**config.mk**
```make
export PLATFORM = sky130hd
export DESIGN_NAME = generador_patrones_flat
export DESIGN_NICKNAME = d
export VERILOG_FILES = /design/src/rtl/generador_patrones_if.sv /design/src/rtl/generador_patrones.sv /design/src/flat_wrapper.sv
export SDC_FILE = /design/constraint.sdc
export NUM_CORES = 1
export LEC_CHECK = 0
export BUFFER_PORTS_ARGS = -buffer_cell sky130_fd_sc_hd__buf_2
export CORE_ASPECT_RATIO = 1.25
export CORE_UTILIZATION = 55
export CTS_CLUSTER_DIAMETER = 40
export DETAILED_ROUTE_END_ITERATION = 12
export PLACE_DENSITY = 0.78
export SLEW_MARGIN = 15
export SYNTH_ARGS = -nofsm -noshare
export SYNTH_HDL_FRONTEND = slang
export SYNTH_SLANG_ARGS = --single-unit
```
**constraint.sdc**
```tcl
create_clock -name clk -period 2.19 [get_ports clk]
set_input_delay 0.438 -clock clk [delete_from_list [all_inputs] [get_ports clk]]
set_output_delay 0.438 -clock clk [all_outputs]
set_load 0.05 [all_outputs]
```
**src/rtl/generador_patrones_if.sv**
```systemverilog
// Frame-request / serial-output bundle for generador_patrones.
// The requester (master) offers a payload word and length.
// The pattern generator (slave) shifts the frame out serially.
interface generador_patrones_if;
    logic [7:0] data_in;
    logic [2:0] len_in;
    logic       valid_in;
    logic       ready_out;
    logic       out;
    logic       out_en;
    logic       busy;
    logic       done;

    modport master (
        output data_in,
        output len_in,
        output valid_in,
        input  ready_out,
        input  out,
        input  out_en,
        input  busy,
        input  done
    );

    modport slave (
        input  data_in,
        input  len_in,
        input  valid_in,
        output ready_out,
        output out,
        output out_en,
        output busy,
        output done
    );
endinterface

```
**src/rtl/generador_patrones.sv**
```systemverilog
// Serial frame pattern generator.
// Each frame is: a 4-bit preamble (MSB first), then L = len+1 payload bits
// (MSB first, starting at bit L-1), then GAP_CYCLES idle cycles.
// All outputs are decoded from registered state, so no input reaches an
// output combinationally.
module generador_patrones #(
    parameter logic [3:0]  PREAMBLE   = 4'b1011,
    parameter int unsigned GAP_CYCLES = 2
) (
    input  logic                 clk,
    input  logic                 rst,
    generador_patrones_if.slave  bus
);

    typedef enum logic [1:0] {
        S_IDLE     = 2'd0,
        S_PREAMBLE = 2'd1,
        S_PAYLOAD  = 2'd2,
        S_GAP      = 2'd3
    } state_t;

    // Last value of the gap counter before returning to IDLE.
    localparam logic [3:0] GAP_LAST = 4'(GAP_CYCLES - 1);

    state_t     state_q, state_d;
    logic [7:0] data_q,  data_d;
    logic [2:0] len_q,   len_d;
    logic [2:0] idx_q,   idx_d;
    logic [3:0] gap_q,   gap_d;

    // State and datapath registers; asynchronous reset clears everything.
    always_ff @(posedge clk or posedge rst) begin
        if (rst) begin
            state_q <= S_IDLE;
            data_q  <= 8'd0;
            len_q   <= 3'd0;
            idx_q   <= 3'd0;
            gap_q   <= 4'd0;
        end else begin
            state_q <= state_d;
            data_q  <= data_d;
            len_q   <= len_d;
            idx_q   <= idx_d;
            gap_q   <= gap_d;
        end
    end

    // Next-state logic: accept in IDLE only, then walk preamble, payload, gap.
    always_comb begin
        state_d = state_q;
        data_d  = data_q;
        len_d   = len_q;
        idx_d   = idx_q;
        gap_d   = gap_q;
        case (state_q)
            S_IDLE: begin
                if (bus.valid_in) begin
                    data_d  = bus.data_in;
                    len_d   = bus.len_in;
                    idx_d   = 3'd3;
                    state_d = S_PREAMBLE;
                end
            end
            S_PREAMBLE: begin
                if (idx_q == 3'd0) begin
                    // Payload starts at bit L-1, which equals the captured len.
                    idx_d   = len_q;
                    state_d = S_PAYLOAD;
                end else begin
                    idx_d = idx_q - 3'd1;
                end
            end
            S_PAYLOAD: begin
                if (idx_q == 3'd0) begin
                    gap_d   = 4'd0;
                    state_d = S_GAP;
                end else begin
                    idx_d = idx_q - 3'd1;
                end
            end
            S_GAP: begin
                if (gap_q == GAP_LAST) begin
                    gap_d   = 4'd0;
                    state_d = S_IDLE;
                end else begin
                    gap_d = gap_q + 4'd1;
                end
            end
            default: begin
                state_d = S_IDLE;
            end
        endcase
    end

    logic out_c, out_en_c, done_c;

    // Output decode from the registered state only.
    always_comb begin
        out_c    = 1'b0;
        out_en_c = 1'b0;
        done_c   = 1'b0;
        case (state_q)
            S_PREAMBLE: begin
                // idx never exceeds 3 while in the preamble.
                out_c    = PREAMBLE[idx_q[1:0]];
                out_en_c = 1'b1;
            end
            S_PAYLOAD: begin
                out_c    = data_q[idx_q];
                out_en_c = 1'b1;
            end
            S_GAP: begin
                // Completion is flagged in the first gap cycle only.
                done_c = (gap_q == 4'd0);
            end
            default: begin
                out_c    = 1'b0;
                out_en_c = 1'b0;
                done_c   = 1'b0;
            end
        endcase
    end

    assign bus.out       = out_c;
    assign bus.out_en    = out_en_c;
    assign bus.done      = done_c;
    assign bus.ready_out = (state_q == S_IDLE);
    assign bus.busy      = (state_q != S_IDLE);

endmodule
```
**src/flat_wrapper.sv**
```systemverilog
// flat-port wrapper written by rule: the top's interface ports become plain ports
module generador_patrones_flat 
#(
    parameter logic [3:0]  PREAMBLE   = 4'b1011,
    parameter int unsigned GAP_CYCLES = 2
)
  (clk, rst, bus_data_in, bus_len_in, bus_valid_in, bus_ready_out, bus_out, bus_out_en, bus_busy, bus_done);
  generador_patrones_if bus_i ();
  input  logic clk;
  input  logic rst;
  input wire logic [$bits(bus_i.data_in)-1:0] bus_data_in;
  input wire logic [$bits(bus_i.len_in)-1:0] bus_len_in;
  input wire logic [$bits(bus_i.valid_in)-1:0] bus_valid_in;
  output wire logic [$bits(bus_i.ready_out)-1:0] bus_ready_out;
  output wire logic [$bits(bus_i.out)-1:0] bus_out;
  output wire logic [$bits(bus_i.out_en)-1:0] bus_out_en;
  output wire logic [$bits(bus_i.busy)-1:0] bus_busy;
  output wire logic [$bits(bus_i.done)-1:0] bus_done;
  assign bus_i.data_in = bus_data_in;
  assign bus_i.len_in = bus_len_in;
  assign bus_i.valid_in = bus_valid_in;
  assign bus_ready_out = bus_i.ready_out;
  assign bus_out = bus_i.out;
  assign bus_out_en = bus_i.out_en;
  assign bus_busy = bus_i.busy;
  assign bus_done = bus_i.done;
  generador_patrones #(.PREAMBLE(PREAMBLE), .GAP_CYCLES(GAP_CYCLES)) u_core (.clk(clk), .rst(rst), .bus(bus_i));
endmodule
```
==> results.tsv, run 1 <==
metric	value	unit
crit path DAT	1.73	ns
fin. max-slew vios	0	
Setup CP Type	flop to output pin	
Worst Hold Class	primary input to asynchronous set/reset pin	
dominant cell type by area after synthesis	dfrtp_1	
Max Fanout on Critical Path	6	
Total GRT Usage	0.208	
post-synthesis sequential element count	20	
die width	43.7	um
synth-to-layout area growth	14.2	%
Worst-Margin Slew	0.755	ns
DRC Markers	1	
Post-DP Area	1300	um2
Post-CTS Hold Buffers	0	
Die Area	2360	um2
fraction of layout cells with a size suffix above 1	0.362	
FILL cells	161	
top cells by count, synth	20 x dfrtp_1, 12 x mux2_2, 11 x nand2_1	
power share of the clock group	0.102	
GRT Residual Overflow	0	
Chip Height	54.1	um
Root Buffer	clkbuf_4	
vias in the first global route	872	
TritonCTS Buffers	3	
Achievable Freq	461	MHz
synth unique cells	34	
drt total wl	2150	um
Synth area leaders	dfrtp_1 42%, mux2_2 11%, ha_1 8.4%	
post-synthesis sequential area ratio	0.419	
Post-synth EDFFs	0	
Switching Fraction	0.447	
worst relative slew slack	0.496	
Synth warnings	0	
post-synth net total	132	
top cell type's share of synthesized area	0.419	
clock tree sinks	20	
antenna violations before repair	0	
prevailing post-synth register cell	dfrtp_1	
outcome	finished, violations left	
final setup fails	0	
antenna viol nets, final	0	
CP Data Required Time	1.75	ns
routed vias	870	
Int Power	1.21	mW
num ports	19	
asr flop ratio synth	1.00	
post-route minimum period	2.17	ns
clock slew at reported path FFs	0.12	ns
Final HPWL DP	1550	um
Initial Util	0.596	
Mapped Cells	110	
Reg power frac	0.297	
Iteration-0 DRC Markers	14	
skew final	0.000553	ns
Final Instance Area	1360	um2
post-synthesis instance area	1190	um2
Vias/cell	5.80	
first-pass GRT wire length	3570	um
CP Launch Type	flop	
Max IR drop VDD	0.000963	V
violated checks	design-rule violations	
DR pass1 iterations	8	
Final Hold Vio Count	0	
Comb pwr share	0.601	
P per Cell Area	1610	nW/um2
RePlAce Congestion	0.812	
worst skew pair latency	0.31	ns
Pleak	0.637	nW
post-route clock period utilization	0.990	
row cnt	18	
Clock H-tree levels	1	
Final nets	153	
Max clock buf depth	2	
crit end category	output pin	
P_sw	978	uW
final setup TNS	0	ns
TritonCTS clock tree	built	
MaxCap Viol Count	0	
most common cell in the netlist	dfrtp_1	
largest net degree at the start of global routing	21	
Core Region	2000	um2
ANT cells	0	
WL/cell	14.4	um
port bufs	18	
Synth Area per Inst	10.9	um2
-- cells in the final DEF, fill, tap and decap left out, drive strengths merged, types with 4 or more instances in the layout --
master	Yosys	layout
nor2	6	6
a21oi	4	4
nand2	11	11
mux2i	4	4
inv	7	7
dfrtp	20	20
mux2	14	14
o21ai	5	5
o31ai	4	4
nand2b	4	4
buf	4	20
ha	8	8
clkbuf	0	4
-- logic make-up (layout without fill, tap and decap cells) --
kind of cell	count (synthesis)	count (layout)	share of synthesized area
compound gates	23	23	0.150
fa+ha+maj	8	8	0.0839
buf+inv	11	31	0.0440
flops	20	20	0.419
mux	18	18	0.169
simple gates	30	30	0.134
-- timing repair --
item                                    in CTS  in global routing
endpoints found under the setup margin       1                  2
setup buffers                                0                  1
gates resized for setup                      1                  6
hold endpoints to repair                     0                  0
-- layer usage --
| metal | GRT usage | vias up | share of wire |
|---|---|---|---|
| met3 | 0.0403 | 6 | 0.029 |
| met4 | 0.125 | 0 | 0.031 |
| li1 | - | 429 | - |
| met1 | 0.244 | 416 | 0.42 |
| met5 | 0 | - | 0 |
| met2 | 0.351 | 19 | 0.51 |
-- final timing paths --
kind                                       from                to  slack [ns]  cells past startpoint
worst max-delay path            u_core.idx_q[2]           bus_out        0.02                      4
worst min-delay path                        rst  u_core.data_q[0]        0.24                      2
worst max register to register  u_core.idx_q[0]   u_core.idx_q[2]        0.40                      5
worst min register to register  u_core.len_q[1]   u_core.len_q[1]        0.52                      1
max in group asynchronous                   rst   u_core.idx_q[2]        1.43                      2
min in group clk                 bus_data_in[4]  u_core.data_q[4]        0.35                      2
-- flip-flops by register name, summed over array words and instances (netlist names) --
register,flops
u_core.data_q,8
u_core.len_q,3
u_core.gap_q,4
u_core.state_q,2
u_core.idx_q,3
-- through the flow --
step | utilization | hold slack [ns] | std cells | setup slack, ns | power, mW
finish | 0.680 | 0.239 | 150 | 0.0214 | 2.19
global route | 0.680 | 0.320 | 150 | -0.0628 | 2.36
CTS | 0.665 | 0.261 | 149 | 0.00129 | 2.13
detailed placement | 0.647 | 0.493 | 145 | 0.281 | 1.90
global placement | 0.647 | 0.488 | 145 | 0.308 | 1.87
floorplan | - | 0.402 | 110 | 0.0421 | 1.68
-- layout make-up --
cell class	count	area, um2	share of cell area
Multi-Input combinational cell	79	662	0.486
Clock buffer	4	36.3	0.0266
Inverter	7	26.3	0.0193
Tap cell	20	25.0	0.0184
Sequential cell	20	502	0.368
Timing Repair Buffer	20	111	0.0817
-- worst max-delay path, cell delays in order (launching register included) --
cell and delay (ns):
dfrtp_2 0.47, mux2_1 0.32, a311oi_1 0.34, o22ai_2 0.12
buf_6 0.17
-- power groups by stage --
stage | Combinational (mW) | Clock (mW) | Sequential [mW]
3_3_place_gp | 1.21 | 0 | 0.658
4_1_cts | 1.25 | 0.225 | 0.653
6_report | 1.32 | 0.224 | 0.650
2_1_floorplan | 1.08 | 0 | 0.603
3_5_place_dp | 1.24 | 0 | 0.661
5_1_grt | 1.45 | 0.241 | 0.675
Note: power is estimated with default switching activity, not from simulation.
==> inputs of run 2 (changes only) <==
--- a/config.mk
+++ b/config.mk
@@ -5,6 +5,7 @@
 export SDC_FILE = /design/constraint.sdc
 export NUM_CORES = 1
 export LEC_CHECK = 0
+export ABC_AREA = 1
 export BUFFER_PORTS_ARGS = -buffer_cell sky130_fd_sc_hd__buf_2
 export CORE_ASPECT_RATIO = 1.25
 export CORE_UTILIZATION = 55
==> run 2 against run 1 <==
Against the previous run: the run still ends with design-rule violations left; total power fell by 1.6%; register-to-register slack better by 0.20 ns; routed wire length up 6.8%; core utilization is 0.94 points higher; worst setup slack better by 0.045 ns; clock skew is 0.0080 ns higher; critical path type unchanged; largest power group unchanged.
==> results.tsv, run 2 <==
metric	value	unit
Pleak	0.727	nW
Total GRT Usage	0.227	
Max Fanout on Critical Path	4	
largest net degree at the start of global routing	21	
top flop regs	u_core.data_q (8), u_core.gap_q (4)	
synth-to-layout area growth	16.9	%
commonest non-fill, non-tap cells in the layout	24 x nand2_1, 21 x inv_1, 20 x dfrtp_1, 16 x buf_2, 14 x nor2_1	
post-synthesis sequential area ratio	0.424	
asr flop ratio synth	1.00	
P per Cell Area	1560	nW/um2
DR pass1 iterations	8	
Setup CP Type	flop to output pin	
Mapped Cells	144	
Final HPWL DP	1760	um
max FFs per register	8	
CP Data Required Time	1.75	ns
Slowest-stage cell, CP	dfrtp_1	
Chip Height	53.8	um
post-route clock period utilization	0.970	
Max IR drop VDD	0.00120	V
ANT cells	0	
Final Hold Vio Count	0	
Worst-Margin Slew	0.744	ns
crit end category	output pin	
fin. max-slew vios	0	
FILL cells	160	
Final Instance Area	1380	um2
Post-DP Area	1310	um2
crit path DAT	1.69	ns
RSZ-0062 raised after global routing	false	
skew final	0.00858	ns
violated checks	design-rule violations	
crit-path most repeated cell	inv_1	
commonest non-fill, non-tap cell in the layout	nand2_1	
Synth Area per Inst	8.20	um2
Finished Core Util	0.689	
clock tree sinks	20	
post-synthesis instance area	1180	um2
hold slack	0.244	ns
worst skew pair latency	0.30	ns
post-route minimum period	2.12	ns
worst relative slew slack	0.503	
Initial Util	0.589	
total power	2.15	mW
TritonCTS Buffers	3	
top cells by count, synth	24 x nand2_1, 21 x inv_1, 20 x dfrtp_1	
Post-CTS Hold Buffers	0	
Root Buffer	clkbuf_4	
Core Region	2000	um2
final setup TNS	0	ns
DRC Markers	1	
prevailing post-synth register cell	dfrtp_1	
row cnt	18	
Iteration-0 DRC Markers	25	
port bufs	18	
Die Area	2340	um2
antenna violations before repair	0	
routed vias	986	
vias in the first global route	954	
MaxCap Viol Count	0	
post-synth net total	166	
r2r setup slk	0.60	ns
most common cell in the netlist	nand2_1	
fraction of layout cells with a size suffix above 1	0.259	
synth unique cells	26	
TritonCTS clock tree	built	
antenna viol nets, final	0	
WL/cell	12.4	um
die width	43.5	um
Post-synth EDFFs	0	
cells along the critical path	inv_1 -> ha_2 -> inv_1 -> or2_2 -> a21oi_2 -> buf_6	
first-pass GRT wire length	3950	um
Worst Hold Class	primary input to asynchronous set/reset pin	
Synth area leaders	dfrtp_1 42%, ha_1 8.5%, nand2_1 7.6%	
num ports	19	
GRT Residual Overflow	0	
Top reg by flops	u_core.data_q	
top cell type's share of synthesized area	0.424	
drt total wl	2300	um
RePlAce Congestion	0.895	
Vias/cell	5.30	
post-synthesis sequential element count	20	
Final nets	189	
dominant cell type by area after synthesis	dfrtp_1	
CP Launch Type	flop	
final setup fails	0	
Clock H-tree levels	1	
clock slew at reported path FFs	0.12	ns
Max clock buf depth	2	
Synth warnings	0	
Crit path largest cell delay	0.41	ns
Achievable Freq	471	MHz
outcome	finished, violations left	
==> run 2: cells by family after synthesis <==
group | synth area share
AO/OA/AOI/OAI | 0.127
XOR/XNOR | 0.00742
adder cells (fa/ha/maj) | 0.0847
buffers and inverters | 0.0869
flip-flops | 0.424
multiplexers | 0.0191
AND/OR/NAND/NOR | 0.251
==> run 2: final cells by class <==
type	instances	area, um2	share of cell area
Clock buffer	3	22.5	0.0163
Inverter	25	96.3	0.0697
Sequential cell	20	500	0.362
Timing Repair Buffer	20	114	0.0824
Clock inverter	1	30.0	0.0217
Multi-Input combinational cell	97	593	0.429
Tap cell	20	25.0	0.0181
==> run 2: stage by stage <==
step	worst slack (ns)	cells
floorplan	0.0713	144
global placement	0.345	181
detailed placement	0.297	181
CTS	0.0179	185
global route	0.00166	186
finish	0.0666	186
==> run 2: worst paths after layout <==
path	cells past startpoint	from	to
max reg2reg	7	u_core.state_q[1]	u_core.state_q[1]
min in group clk	2	bus_len_in[1]	u_core.len_q[1]
min	2	rst	u_core.idx_q[0]
min reg2reg	2	u_core.data_q[1]	u_core.data_q[1]
max	6	u_core.state_q[1]	bus_out
max in group asynchronous	2	rst	u_core.gap_q[2]
==> run 2: power breakdown <==
| group | leakage (nW) | switching (mW) | total [mW] | internal, mW |
|---|---|---|---|---|
| Sequential | 0.236 | 0.0969 | 0.616 | 0.519 |
| Combinational | 0.462 | 0.812 | 1.24 | 0.426 |
| Clock | 0.0279 | 0.116 | 0.300 | 0.185 |
| Total | 0.727 | 1.02 | 2.15 | 1.13 |
==> run 2: what timing repair did <==
item	CTS	global route
gates resized for setup	1	6
buffers inserted	0	1
setup endpoints to repair	1	2
==> run 2: routing by layer <==
metal | share of wire | vias to the layer above | GRT usage
met4 | 0.0052 | 0 | 0.0729
met2 | 0.52 | 24 | 0.422
met5 | 0 | - | 0
met1 | 0.44 | 455 | 0.269
met3 | 0.039 | 2 | 0.0336
li1 | - | 505 | -
==> run 2: critical path: cells and delay by family, from the launching register on <==
family | cells | cell delay (ns)
buffers and inverters | 3 | 0.33
flip-flops | 1 | 0.41
adder cells (fa/ha/maj) | 1 | 0.20
AND/OR/NAND/NOR | 1 | 0.28
AO/OA/AOI/OAI | 1 | 0.16
